==> config.mk <==
export PLATFORM = sky130hd
export DESIGN_NAME = dmem_arbiter
export DESIGN_NICKNAME = d
export VERILOG_FILES = /design/src/rtl/dmem_arbiter.sv
export SDC_FILE = /design/constraint.sdc
export NUM_CORES = 1
export LEC_CHECK = 0
export ABC_AREA = 1
export CAP_MARGIN = 40
export CORE_UTILIZATION = 36
export CTS_BUF_LIST = sky130_fd_sc_hd__clkbuf_16
export DETAILED_ROUTE_END_ITERATION = 10
export PLACE_DENSITY = 0.81
export SETUP_SLACK_MARGIN = 0.02
export SYNTH_ARGS = -nofsm -noshare
export SYNTH_HDL_FRONTEND = slang
export SYNTH_SLANG_ARGS = --single-unit
==> constraint.sdc <==
create_clock -name clock -period 1.92 [get_ports clock]
set_input_delay 0.288 -clock clock [delete_from_list [all_inputs] [get_ports clock]]
set_output_delay 0.288 -clock clock [all_outputs]
set_load 0.02 [all_outputs]
==> src/rtl/dmem_arbiter.sv <==
// rtl/dmem_arbiter.sv - round-robin arbiter sharing the single-port dmem between two requesters
// Grants are combinational; read data returns through a READ_LAT-deep tag pipeline.
module dmem_arbiter #(
  parameter int ADDR_W   = 12,
  parameter int DATA_W   = 32,
  parameter int READ_LAT = 1,
  parameter int MAX_LOCK = 8
) (
  input  logic              clock,
  input  logic              reset,
  input  logic              p0_req,
  input  logic              p0_wren,
  input  logic              p0_lock,
  input  logic [ADDR_W-1:0] p0_addr,
  input  logic [DATA_W-1:0] p0_data,
  output logic              p0_gnt,
  output logic              p0_rvalid,
  output logic [DATA_W-1:0] p0_q,
  input  logic              p1_req,
  input  logic              p1_wren,
  input  logic              p1_lock,
  input  logic [ADDR_W-1:0] p1_addr,
  input  logic [DATA_W-1:0] p1_data,
  output logic              p1_gnt,
  output logic              p1_rvalid,
  output logic [DATA_W-1:0] p1_q,
  output logic [ADDR_W-1:0] mem_address,
  output logic [DATA_W-1:0] mem_data,
  output logic              mem_wren,
  input  logic [DATA_W-1:0] mem_q
);

  localparam int CNT_W = $clog2(MAX_LOCK + 1);

  logic                ptr_q, ptr_d;
  logic                own_vld_q, own_vld_d;
  logic                own_q, own_d;
  logic [CNT_W-1:0]    cnt_q, cnt_d;
  logic [READ_LAT-1:0] tag_vld_q, tag_vld_d;
  logic [READ_LAT-1:0] tag_port_q, tag_port_d;
  logic [ADDR_W-1:0]   addr_q, addr_d;
  logic [DATA_W-1:0]   data_q, data_d;
  logic                p0_rvalid_q, p0_rvalid_d;
  logic                p1_rvalid_q, p1_rvalid_d;
  logic [DATA_W-1:0]   p0_q_q, p0_q_d;
  logic [DATA_W-1:0]   p1_q_q, p1_q_d;

  logic                sel;
  logic                acc;
  logic                g_lock;
  logic                g_wren;
  logic                other_req;
  logic [ADDR_W-1:0]   g_addr;
  logic [DATA_W-1:0]   g_data;
  logic [CNT_W-1:0]    streak;
  logic [CNT_W-1:0]    streak_nxt;
  logic                tag_out_vld;
  logic                tag_out_port;

  // sel names the winning port; acc is held low while reset is asserted
  always_comb begin
    sel       = (p0_req && p1_req) ? ptr_q : p1_req;
    acc       = (p0_req || p1_req) && reset;
    g_lock    = sel ? p1_lock : p0_lock;
    g_wren    = sel ? p1_wren : p0_wren;
    g_addr    = sel ? p1_addr : p0_addr;
    g_data    = sel ? p1_data : p0_data;
    other_req = sel ? p0_req  : p1_req;
  end

  assign p0_gnt      = acc && !sel;
  assign p1_gnt      = acc && sel;
  assign mem_wren    = acc && g_wren;
  assign mem_address = acc ? g_addr : addr_q;
  assign mem_data    = acc ? g_data : data_q;

  // The streak only continues while the same port keeps winning with lock set
  always_comb begin
    streak     = (own_vld_q && (own_q == sel)) ? cnt_q : '0;
    streak_nxt = streak + CNT_W'(other_req);
    ptr_d      = ptr_q;
    own_vld_d  = 1'b0;
    own_d      = own_q;
    cnt_d      = '0;
    if (acc) begin
      if (g_lock) begin
        if (streak_nxt == CNT_W'(MAX_LOCK)) begin
          ptr_d = !sel;
        end else begin
          ptr_d     = sel;
          own_vld_d = 1'b1;
          own_d     = sel;
          cnt_d     = streak_nxt;
        end
      end else begin
        ptr_d = !sel;
      end
    end
  end

  always_comb begin
    addr_d        = mem_address;
    data_d        = mem_data;
    tag_vld_d     = '0;
    tag_port_d    = '0;
    tag_vld_d[0]  = acc && !g_wren;
    tag_port_d[0] = sel;
    for (int i = 1; i < READ_LAT; i++) begin
      tag_vld_d[i]  = tag_vld_q[i-1];
      tag_port_d[i] = tag_port_q[i-1];
    end
    tag_out_vld  = tag_vld_q[READ_LAT-1];
    tag_out_port = tag_port_q[READ_LAT-1];
    p0_rvalid_d  = tag_out_vld && !tag_out_port;
    p1_rvalid_d  = tag_out_vld && tag_out_port;
    p0_q_d       = p0_rvalid_d ? mem_q : p0_q_q;
    p1_q_d       = p1_rvalid_d ? mem_q : p1_q_q;
  end

  always_ff @(posedge clock or negedge reset) begin
    if (!reset) begin
      ptr_q       <= 1'b0;
      own_vld_q   <= 1'b0;
      own_q       <= 1'b0;
      cnt_q       <= '0;
      tag_vld_q   <= '0;
      tag_port_q  <= '0;
      addr_q      <= '0;
      data_q      <= '0;
      p0_rvalid_q <= 1'b0;
      p1_rvalid_q <= 1'b0;
      p0_q_q      <= '0;
      p1_q_q      <= '0;
    end else begin
      ptr_q       <= ptr_d;
      own_vld_q   <= own_vld_d;
      own_q       <= own_d;
      cnt_q       <= cnt_d;
      tag_vld_q   <= tag_vld_d;
      tag_port_q  <= tag_port_d;
      addr_q      <= addr_d;
      data_q      <= data_d;
      p0_rvalid_q <= p0_rvalid_d;
      p1_rvalid_q <= p1_rvalid_d;
      p0_q_q      <= p0_q_d;
      p1_q_q      <= p1_q_d;
    end
  end

  assign p0_rvalid = p0_rvalid_q;
  assign p1_rvalid = p1_rvalid_q;
  assign p0_q      = p0_q_q;
  assign p1_q      = p1_q_q;

endmodule

==> impl_metrics.toml, run 1 <==
[global_routing]
gr-usage-all-layers = 0.2480
grt_first_pass_wirelength_um = 26450
gr-usage-met1 = 0.2706
gr-usage-met3 = 0.08382
grt_pass1_vias = 5185
antenna_found_initial = 0
gr-max-usage-layer = "met2"
use_met2 = 0.4316
grt_max_degree = 66
grt-ovfl-total = 0

[cells_and_area]
utilization = 0.7062
final_nets = 985
area_growth_pct = 92.33
layout_commonest_cell = "nand2_1"
layout_common_cells = "nand2_1, clkdlybuf4s50_1, dfrtp_1"
diodes = 0
drive_gt1_frac = 0.2800
fillerInstances = 888

[logic_synthesis]
ys_warn_count = 0
syn_avg_cell_area_um2 = 8.854
synthArstFlopShare = 1.000
synth_area_mm2 = 0.004843
synth_xor_area_frac = 0
synth_simple_gate_area_frac = 0.2433
synth-main-ff-cell = "dfrtp_1"
yosysSeqAreaShare = 0.6148
synth_fa_ha_area_frac = 0.005167
synth_edf_count = 0
synth.ff_latch_count = 119
synthesis.nets = 677
synthTopCellsByArea = "dfrtp_1, nand2_1, o21ai_0"
yosysUniqueCellTypes = 24
synth-compound-area-share = 0.07337
synth_mux_area_frac = 0
synth_top_family_by_area = "simple AND/OR/NAND/NOR gates"
synth_top_area_frac = 0.6148
yosysTopAreaCell = "dfrtp_1"
synthCells = 547

[clock_tree]
clock_path_buffers = 2
path_clk_slew_ns = 0.06
insertion_delay_ns = 0.42
cts_sinks = 119
cts-root-buf = "clkbuf_16"
numCtsBuffers = 17
postCtsHoldBufs = 0
cts_tree = "yes"
htree_levels = 4

[sta]
layout_min_cycle_time_ns = 2.269
clock_skew_ns = 0.006657
setup_violations = 54
fin_crit_sh = 1.182
slew_violations = 0
fmaxAchievable_mhz = 440.7
hold_viol = 0
slew_headroom = 0.5747
grt_setup_unrepaired = "true"
worstMarginPinSlew_ns = 0.6380
layout_setup_ws_ns = -0.3491

[floorplan]
start_util = 0.3672
die_h_um = 118.0
num_rows = 42
fp.dieW_um = 118.0
coreArea_mm2 = 0.01319
ios = 241
die_area_mm2 = 0.01392

[routing]
postRouteAntennaNets = 0
drt_iter0_drc = 237
vias = 5045
wl_per_cell_um = 16.71
routed_wl_um = 17450
drc_errors = 0
first_pass_iters = 5
post_drt_via_cell_ratio = 4.832

[pwr]
leakage_nw = 4.540
combPwrFrac = 0.350
internal_power_mw = 6.730
switchingPower_mw = 3.170
powerDensity_mw_per_mm2 = 1063
clock_power_share = 0.313
p_seq_frac = 0.337
design_power_total_mw = 9.900
switching_share = 0.3202
ir_drop_mv = 0.5441

[critical_path]
required_ns = 1.63
cp-start-kind = "register"
critical_path_class = "register to output port"
cp-end-kind = "output port"
cp.arrival_ns = 1.98
cp_max_fo = 5

[placed_design]
place_congestion = 0.7916
io_buffers = 240
hpwlAfterDp_um = 9838

[worst_hold_path]
hp-class = "input pin to asynchronous set/reset pin"

[run_status]
violations = "negative setup slack"
outcome = "complete, but fails checks"

[run]
maxCapViolCount = 0
==> stage by stage <==
stage | TNS [ns] | hold slack [ns] | worst slack, ns | cell area, um^2 | cells
floorplan | 0 | -0.007591 | 0.03399 | 4846 | 547
global placement | -29.76 | 0.4649 | -0.6737 | 7557 | 955
detailed placement | -30.90 | 0.4693 | -0.6774 | 7585 | 956
CTS | -6.821 | 0.03891 | -0.2848 | 9022 | 1029
global route | -18.65 | 0.06567 | -0.5049 | 9315 | 1044
finish | -13.48 | 0.01474 | -0.3491 | 9315 | 1044
==> registers in the layout, indices dropped and copies added, names as in the netlist <==
name          count
addr_q           12
cnt_q             4
data_q           32
own_q             1
own_vld_q         1
p0_q             32
p0_rvalid         1
p1_q             32
p1_rvalid         1
ptr_q             1
tag_out_port      1
tag_out_vld       1
==> final timing paths <==
kind	to	slack (ns)	cells after the start	start
max	mem_data[18]	-0.35	12	ptr_q$_DFFE_PN0P_
min	p0_q[7]$_DFFE_PN0P_	0.01	2	reset
max reg2reg	ptr_q$_DFFE_PN0P_	-0.34	19	ptr_q$_DFFE_PN0P_
min reg2reg	p0_rvalid$_DFF_PN0_	0.47	1	tag_out_port$_DFF_PN0_
max in group asynchronous	p0_q[4]$_DFFE_PN0P_	0.84	4	reset
min in group clock	tag_out_vld$_DFF_PN0_	0.44	5	reset
==> critical path, stage by stage, from the launching register on <==
cell and delay [ns]:
dfrtp_1 0.40, inv_2 0.07, nand2_4 0.05, nand2_4 0.07
buf_4 0.14, nor2_4 0.04, buf_12 0.13, buf_16 0.13
buf_8 0.14, buf_6 0.12, nand2_4 0.06, nand3_4 0.07
buf_6 0.14
==> power groups by stage <==
stage          clock, mW  combinational, mW  sequential, mW
3_5_place_dp           0               2.98            3.36
4_1_cts             3.14               3.33            3.33
6_report            3.10               3.47            3.33
3_3_place_gp           0               2.94            3.34
2_1_floorplan          0              0.803            3.85
5_1_grt             3.28               3.69            3.40
==> cell families after synthesis <==
logic type / Yosys count
buffers and inverters: 74
DFF: 119
adders and majority gates: 2
and+or+nand+nor: 283
AOI/OAI and AO/OA: 69
==> cell type report <==
class / count / area (um^2) / share of cell area
tap: 176 / 220.2 / 0.02364
multi-input combinational: 354 / 1923 / 0.2064
sequential: 119 / 2978 / 0.3197
clock buffer: 17 / 425.4 / 0.04567
clock inverter: 15 / 152.6 / 0.01639
timing repair buffer: 315 / 3433 / 0.3686
inverter: 48 / 182.7 / 0.01961
==> metal layers <==
metal / wire (um) / part of all wire
met1: 6470 / 0.37
met4: 571 / 0.033
met2: 8977 / 0.51
met3: 1430 / 0.082
met5: 0 / 0
==> synth_stat cells, types with 2 or more instances <==
master	number
dfrtp_1	119
nand3_1	46
clkbuf_1	15
nand2_2	5
nand2_1	214
buf_6	2
o21ai_0	65
ha_1	2
inv_1	46
buf_2	8
nand4_1	3
nor2_1	8
nor2_4	2
inv_2	2
==> repair_timing <==
action,CTS,global route
hold endpoints to repair,0,0
resized for setup,350,36
setup endpoints to repair,51,55
buffers inserted,33,12
gates cloned,8,4
pin swaps,9,17
Note: power is estimated with default switching activity, not from simulation.
==> run 2, diff against run 1 <==
Settings changed: ABC_CLOCK_PERIOD_IN_PS set to 1920, SKIP_LAST_GASP set to 1.
==> impl_metrics.toml, run 2 (synthesis gave the netlist of run 1 again) <==
[run_status]
outcome = "complete, but fails checks"
violations = "negative setup slack"

[critical_path]
r2r_end = "ptr_q$_DFFE_PN0P_"
r2r_start = "ptr_q$_DFFE_PN0P_"
cp_max_fo = 10
cp.arrival_ns = 1.99
cp-start-kind = "register"
regToRegSetupSlack_ns = -0.32
cp-end-kind = "output port"
critical_path_class = "register to output port"
r2r_cells = 19
required_ns = 1.63

[cells_and_area]
diodes = 0
design_area_mm2 = 0.009353
layout_common_cells = "nand2_1, clkdlybuf4s50_1, dfrtp_1"
area_growth_pct = 93.10
multi_input_area_mm2 = 0.001868
layout_commonest_cell = "nand2_1"
drive_gt1_frac = 0.2705
final_nets = 993
fillerInstances = 899
final-seq-area_mm2 = 0.002978

[global_routing]
grt-ovfl-total = 0
grt_first_pass_wirelength_um = 26120
antenna_found_initial = 0
gr-usage-all-layers = 0.2439
grt_pass1_vias = 5079
grt_max_degree = 66

[clock_tree]
postCtsHoldBufs = 0
htree_levels = 4
cts_sinks = 119
numCtsBuffers = 17
cts_tree = "yes"
path_clk_slew_ns = 0.05
insertion_delay_ns = 0.41
clock_path_buffers = 2
cts-root-buf = "clkbuf_16"

[floorplan]
fp.dieW_um = 118.0
num_rows = 42
start_util = 0.3672
die_h_um = 118.0
ios = 241
coreArea_mm2 = 0.01319
die_area_mm2 = 0.01392

[placed_design]
hpwlAfterDp_um = 9838
placed_area_mm2 = 0.007585
io_buffers = 240
place_congestion = 0.7916

[pwr]
powerDensity_mw_per_mm2 = 1060
leakage_nw = 4.572
ir_drop_mv = 0.5671
design_power_total_mw = 9.913

[worst_hold_path]
hp-class = "input pin to asynchronous set/reset pin"

[sta]
hold_viol = 0
fmaxAchievable_mhz = 439.3
worstMarginPinSlew_ns = 0.6420
fin_crit_sh = 1.186
setup_violations = 54
layout_min_cycle_time_ns = 2.276
layout_setup_ws_ns = -0.3563
slew_violations = 0
grt_setup_unrepaired = "true"
clock_skew_ns = 0.006191
slew_headroom = 0.5720

[routing]
vias = 5119
wl_per_cell_um = 16.91
drc_errors = 0
first_pass_iters = 5
routed_wl_um = 17790
drt_iter0_drc = 276
postRouteAntennaNets = 0
post_drt_via_cell_ratio = 4.866

[run]
maxCapViolCount = 0
run 2: how the worst max path moves through the flow:
stage                           start                 to  depth (start not counted)
CTS                 ptr_q$_DFFE_PN0P_       mem_data[27]                         10
detailed placement             p0_req        mem_data[9]                          9
global route        ptr_q$_DFFE_PN0P_  ptr_q$_DFFE_PN0P_                         19
floorplan           ptr_q$_DFFE_PN0P_  ptr_q$_DFFE_PN0P_                         17
finish              ptr_q$_DFFE_PN0P_       mem_data[13]                         12
global placement               p0_req        mem_data[9]                          9
run 2: area by class of cell:
class / count / share of cell area
multi-input cells: 354 / 0.1997
repair buffers: 323 / 0.3770
flip-flops and latches: 119 / 0.3184
well taps: 176 / 0.02355
inverters: 48 / 0.01953
clock buffers: 17 / 0.04548
clock inverters: 15 / 0.01632
run 2: critical path: stages (launching register included):
cell and delay [ns]:
dfrtp_1 0.40, inv_2 0.08, nand2_4 0.05, nand2_4 0.07, buf_4 0.14, inv_4 0.04, nor2_4 0.11, buf_6 0.13
buf_12 0.09, buf_12 0.12, nand2_1 0.10, nand3_2 0.11, buf_6 0.12
run 2: layer usage:
layer	wire, um	part of all wire	global-route usage	vias to the layer above
li1	-	-	-	2360
met5	0	0	0	-
met1	6622	0.37	0.2755	2447
met4	695	0.039	0.1034	0
met2	9112	0.51	0.4250	259
met3	1360	0.076	0.07413	53
run 2: power by group:
part | switching (mW) | internal (mW) | leakage, nW
clock network | 1.18 | 1.91 | 0.275
logic | 1.72 | 1.78 | 2.83
registers | 0.265 | 3.07 | 1.47
run 2: per-stage QoR:
| stage | utilization | TNS [ns] | worst slack [ns] | instances | hold slack (ns) |
|---|---|---|---|---|---|
| global route | 0.7091 | -20.02 | -0.4914 | 1052 | 0.06802 |
| floorplan | - | 0 | 0.03399 | 547 | -0.007591 |
| finish | 0.7091 | -15.21 | -0.3563 | 1052 | 0.01886 |
| global placement | 0.5729 | -29.76 | -0.6737 | 955 | 0.4649 |
| detailed placement | 0.5750 | -30.90 | -0.6774 | 956 | 0.4693 |
| CTS | 0.6713 | -9.421 | -0.2937 | 1029 | 0.03891 |
run 2: repair_timing:
| action | 4_1_cts | 5_1_grt |
|---|---|---|
| cloned | 8 | 4 |
| pin swaps | 7 | 17 |
| setup buffers | 33 | 19 |
| endpoints found under the setup margin | 51 | 55 |
| resized for setup | 270 | 96 |
==> run 3, diff against run 2 <==
Settings changed: PLACE_DENSITY 0.81 to 0.76, SLEW_MARGIN set to 5.
==> impl_metrics.toml, run 3 (synthesis gave the netlist of run 1 again) <==
[run_status]
outcome = "complete, but fails checks"
violations = "negative setup slack"

[sta]
worstMarginPinSlew_ns = 0.8602
fin_setup_tns_ns = -12.05
slew_violations = 0
holdWs_ns = 0.02963
layout_setup_ws_ns = -0.3351
clock_skew_ns = 0.01053
fmaxAchievable_mhz = 443.4
fin_crit_sh = 1.175
hold_viol = 0
slew_headroom = 0.4265
grt_setup_unrepaired = "true"
layout_min_cycle_time_ns = 2.255
setup_violations = 51

[pwr]
leakage_nw = 4.825
powerDensity_mw_per_mm2 = 1069
ir_drop_mv = 0.4824

[routing]
drt_iter0_drc = 351
routed_wl_um = 19020
drc_errors = 0
wl_per_cell_um = 17.93
postRouteAntennaNets = 0
post_drt_via_cell_ratio = 4.943
first_pass_iters = 5
vias = 5244

[floorplan]
die_h_um = 118.0
coreArea_mm2 = 0.01319
die_area_mm2 = 0.01392
start_util = 0.3672
fp.dieW_um = 118.0
num_rows = 42
ios = 241

[global_routing]
grt_first_pass_wirelength_um = 25470
grt_max_degree = 71
grt_pass1_vias = 5098
grt-ovfl-total = 0
antenna_found_initial = 0
gr-usage-all-layers = 0.2380

[run]
maxCapViolCount = 0

[clock_tree]
numCtsBuffers = 17
cts_tree = "yes"
insertion_delay_ns = 0.42
postCtsHoldBufs = 0
cts-root-buf = "clkbuf_16"
htree_levels = 4
cts_sinks = 119
path_clk_slew_ns = 0.05
clock_path_buffers = 2

[placed_design]
place_congestion = 0.8771
hpwlAfterDp_um = 9843
dp.cells = 959
io_buffers = 240

[cells_and_area]
layout_common_cells = "clkdlybuf4s50_1, nand2_1, dfrtp_1"
utilization = 0.7386
final_nets = 1002
area_growth_pct = 101.1
layout_commonest_cell = "clkdlybuf4s50_1"
stdcell_count = 1061
diodes = 0
drive_gt1_frac = 0.3198

[critical_path]
r2r_start = "ptr_q$_DFFE_PN0P_"
cp-start-kind = "register"
critical_path_class = "register to output port"
r2r_end = "ptr_q$_DFFE_PN0P_"
cp.arrival_ns = 1.97
cp_max_fo = 5
regToRegSetupSlack_ns = -0.26
r2r_cells = 19
cp-end-kind = "output port"
required_ns = 1.63

[worst_hold_path]
hp-class = "input pin to asynchronous set/reset pin"
[run 3: worst max-delay path, cell delays in order (launching register included)]
cell	delay, ns
dfrtp_1	0.38
inv_2	0.07
nand2_4	0.05
nand2_4	0.10
inv_4	0.04
nor2_4	0.14
buf_12	0.14
buf_12	0.10
buf_16	0.12
buf_4	0.11
nand2_2	0.06
nand3_2	0.10
buf_6	0.13
[run 3: power by group]
| part | switching [mW] | total, mW | internal [mW] |
|---|---|---|---|
| Combinational | 1.82 | 3.68 | 1.85 |
| Sequential | 0.287 | 3.35 | 3.07 |
| Clock | 1.21 | 3.38 | 2.18 |
[run 3: what timing repair did]
action | 4_1_cts | 5_1_grt
hold endpoints to repair | 0 | 0
gates resized for setup | 264 | 188
setup buffers | 22 | 42
cloned | 7 | 3
pin swaps | 4 | 18
endpoints found under the setup margin | 51 | 54
[run 3: final cells by class]
class / count / area [um^2]
fillers: 807 / 3448
repair buffers: 332 / 3521
multi-input cells: 354 / 2212
flip-flops and latches: 119 / 2978
clock inverters: 15 / 202.7
inverters: 48 / 182.7
clock buffers: 17 / 425.4
well taps: 176 / 220.2
[run 3: how the worst max path moves through the flow]
stage	from	end	slack, ns
finish	ptr_q$_DFFE_PN0P_	mem_data[18]	-0.34
global route	ptr_q$_DFFE_PN0P_	ptr_q$_DFFE_PN0P_	-0.43
CTS	ptr_q$_DFFE_PN0P_	mem_data[16]	-0.31
detailed placement	p0_req	ptr_q$_DFFE_PN0P_	-0.69
global placement	p0_req	mem_address[1]	-0.66
floorplan	ptr_q$_DFFE_PN0P_	ptr_q$_DFFE_PN0P_	0.03
[run 3: per-stage QoR]
stage | power [mW] | cell area, um^2 | setup slack [ns]
after CTS | 9.966 | 8726 | -0.3143
after detailed placement | 6.360 | 7575 | -0.6924
after floorplan | 4.650 | 4846 | 0.03399
after global routing | 10.85 | 9742 | -0.4341
after global placement | 6.285 | 7575 | -0.6571
final | 10.41 | 9742 | -0.3351
[run 3: metal layers]
| metal | vias up | global-route usage | wire [um] |
|---|---|---|---|
| met3 | 61 | 0.07316 | 1567 |
| li1 | 2378 | - | - |
| met1 | 2524 | 0.2805 | 7256 |
| met2 | 281 | 0.4029 | 9401 |
| met5 | - | 0 | 0 |
| met4 | 0 | 0.09535 | 795 |
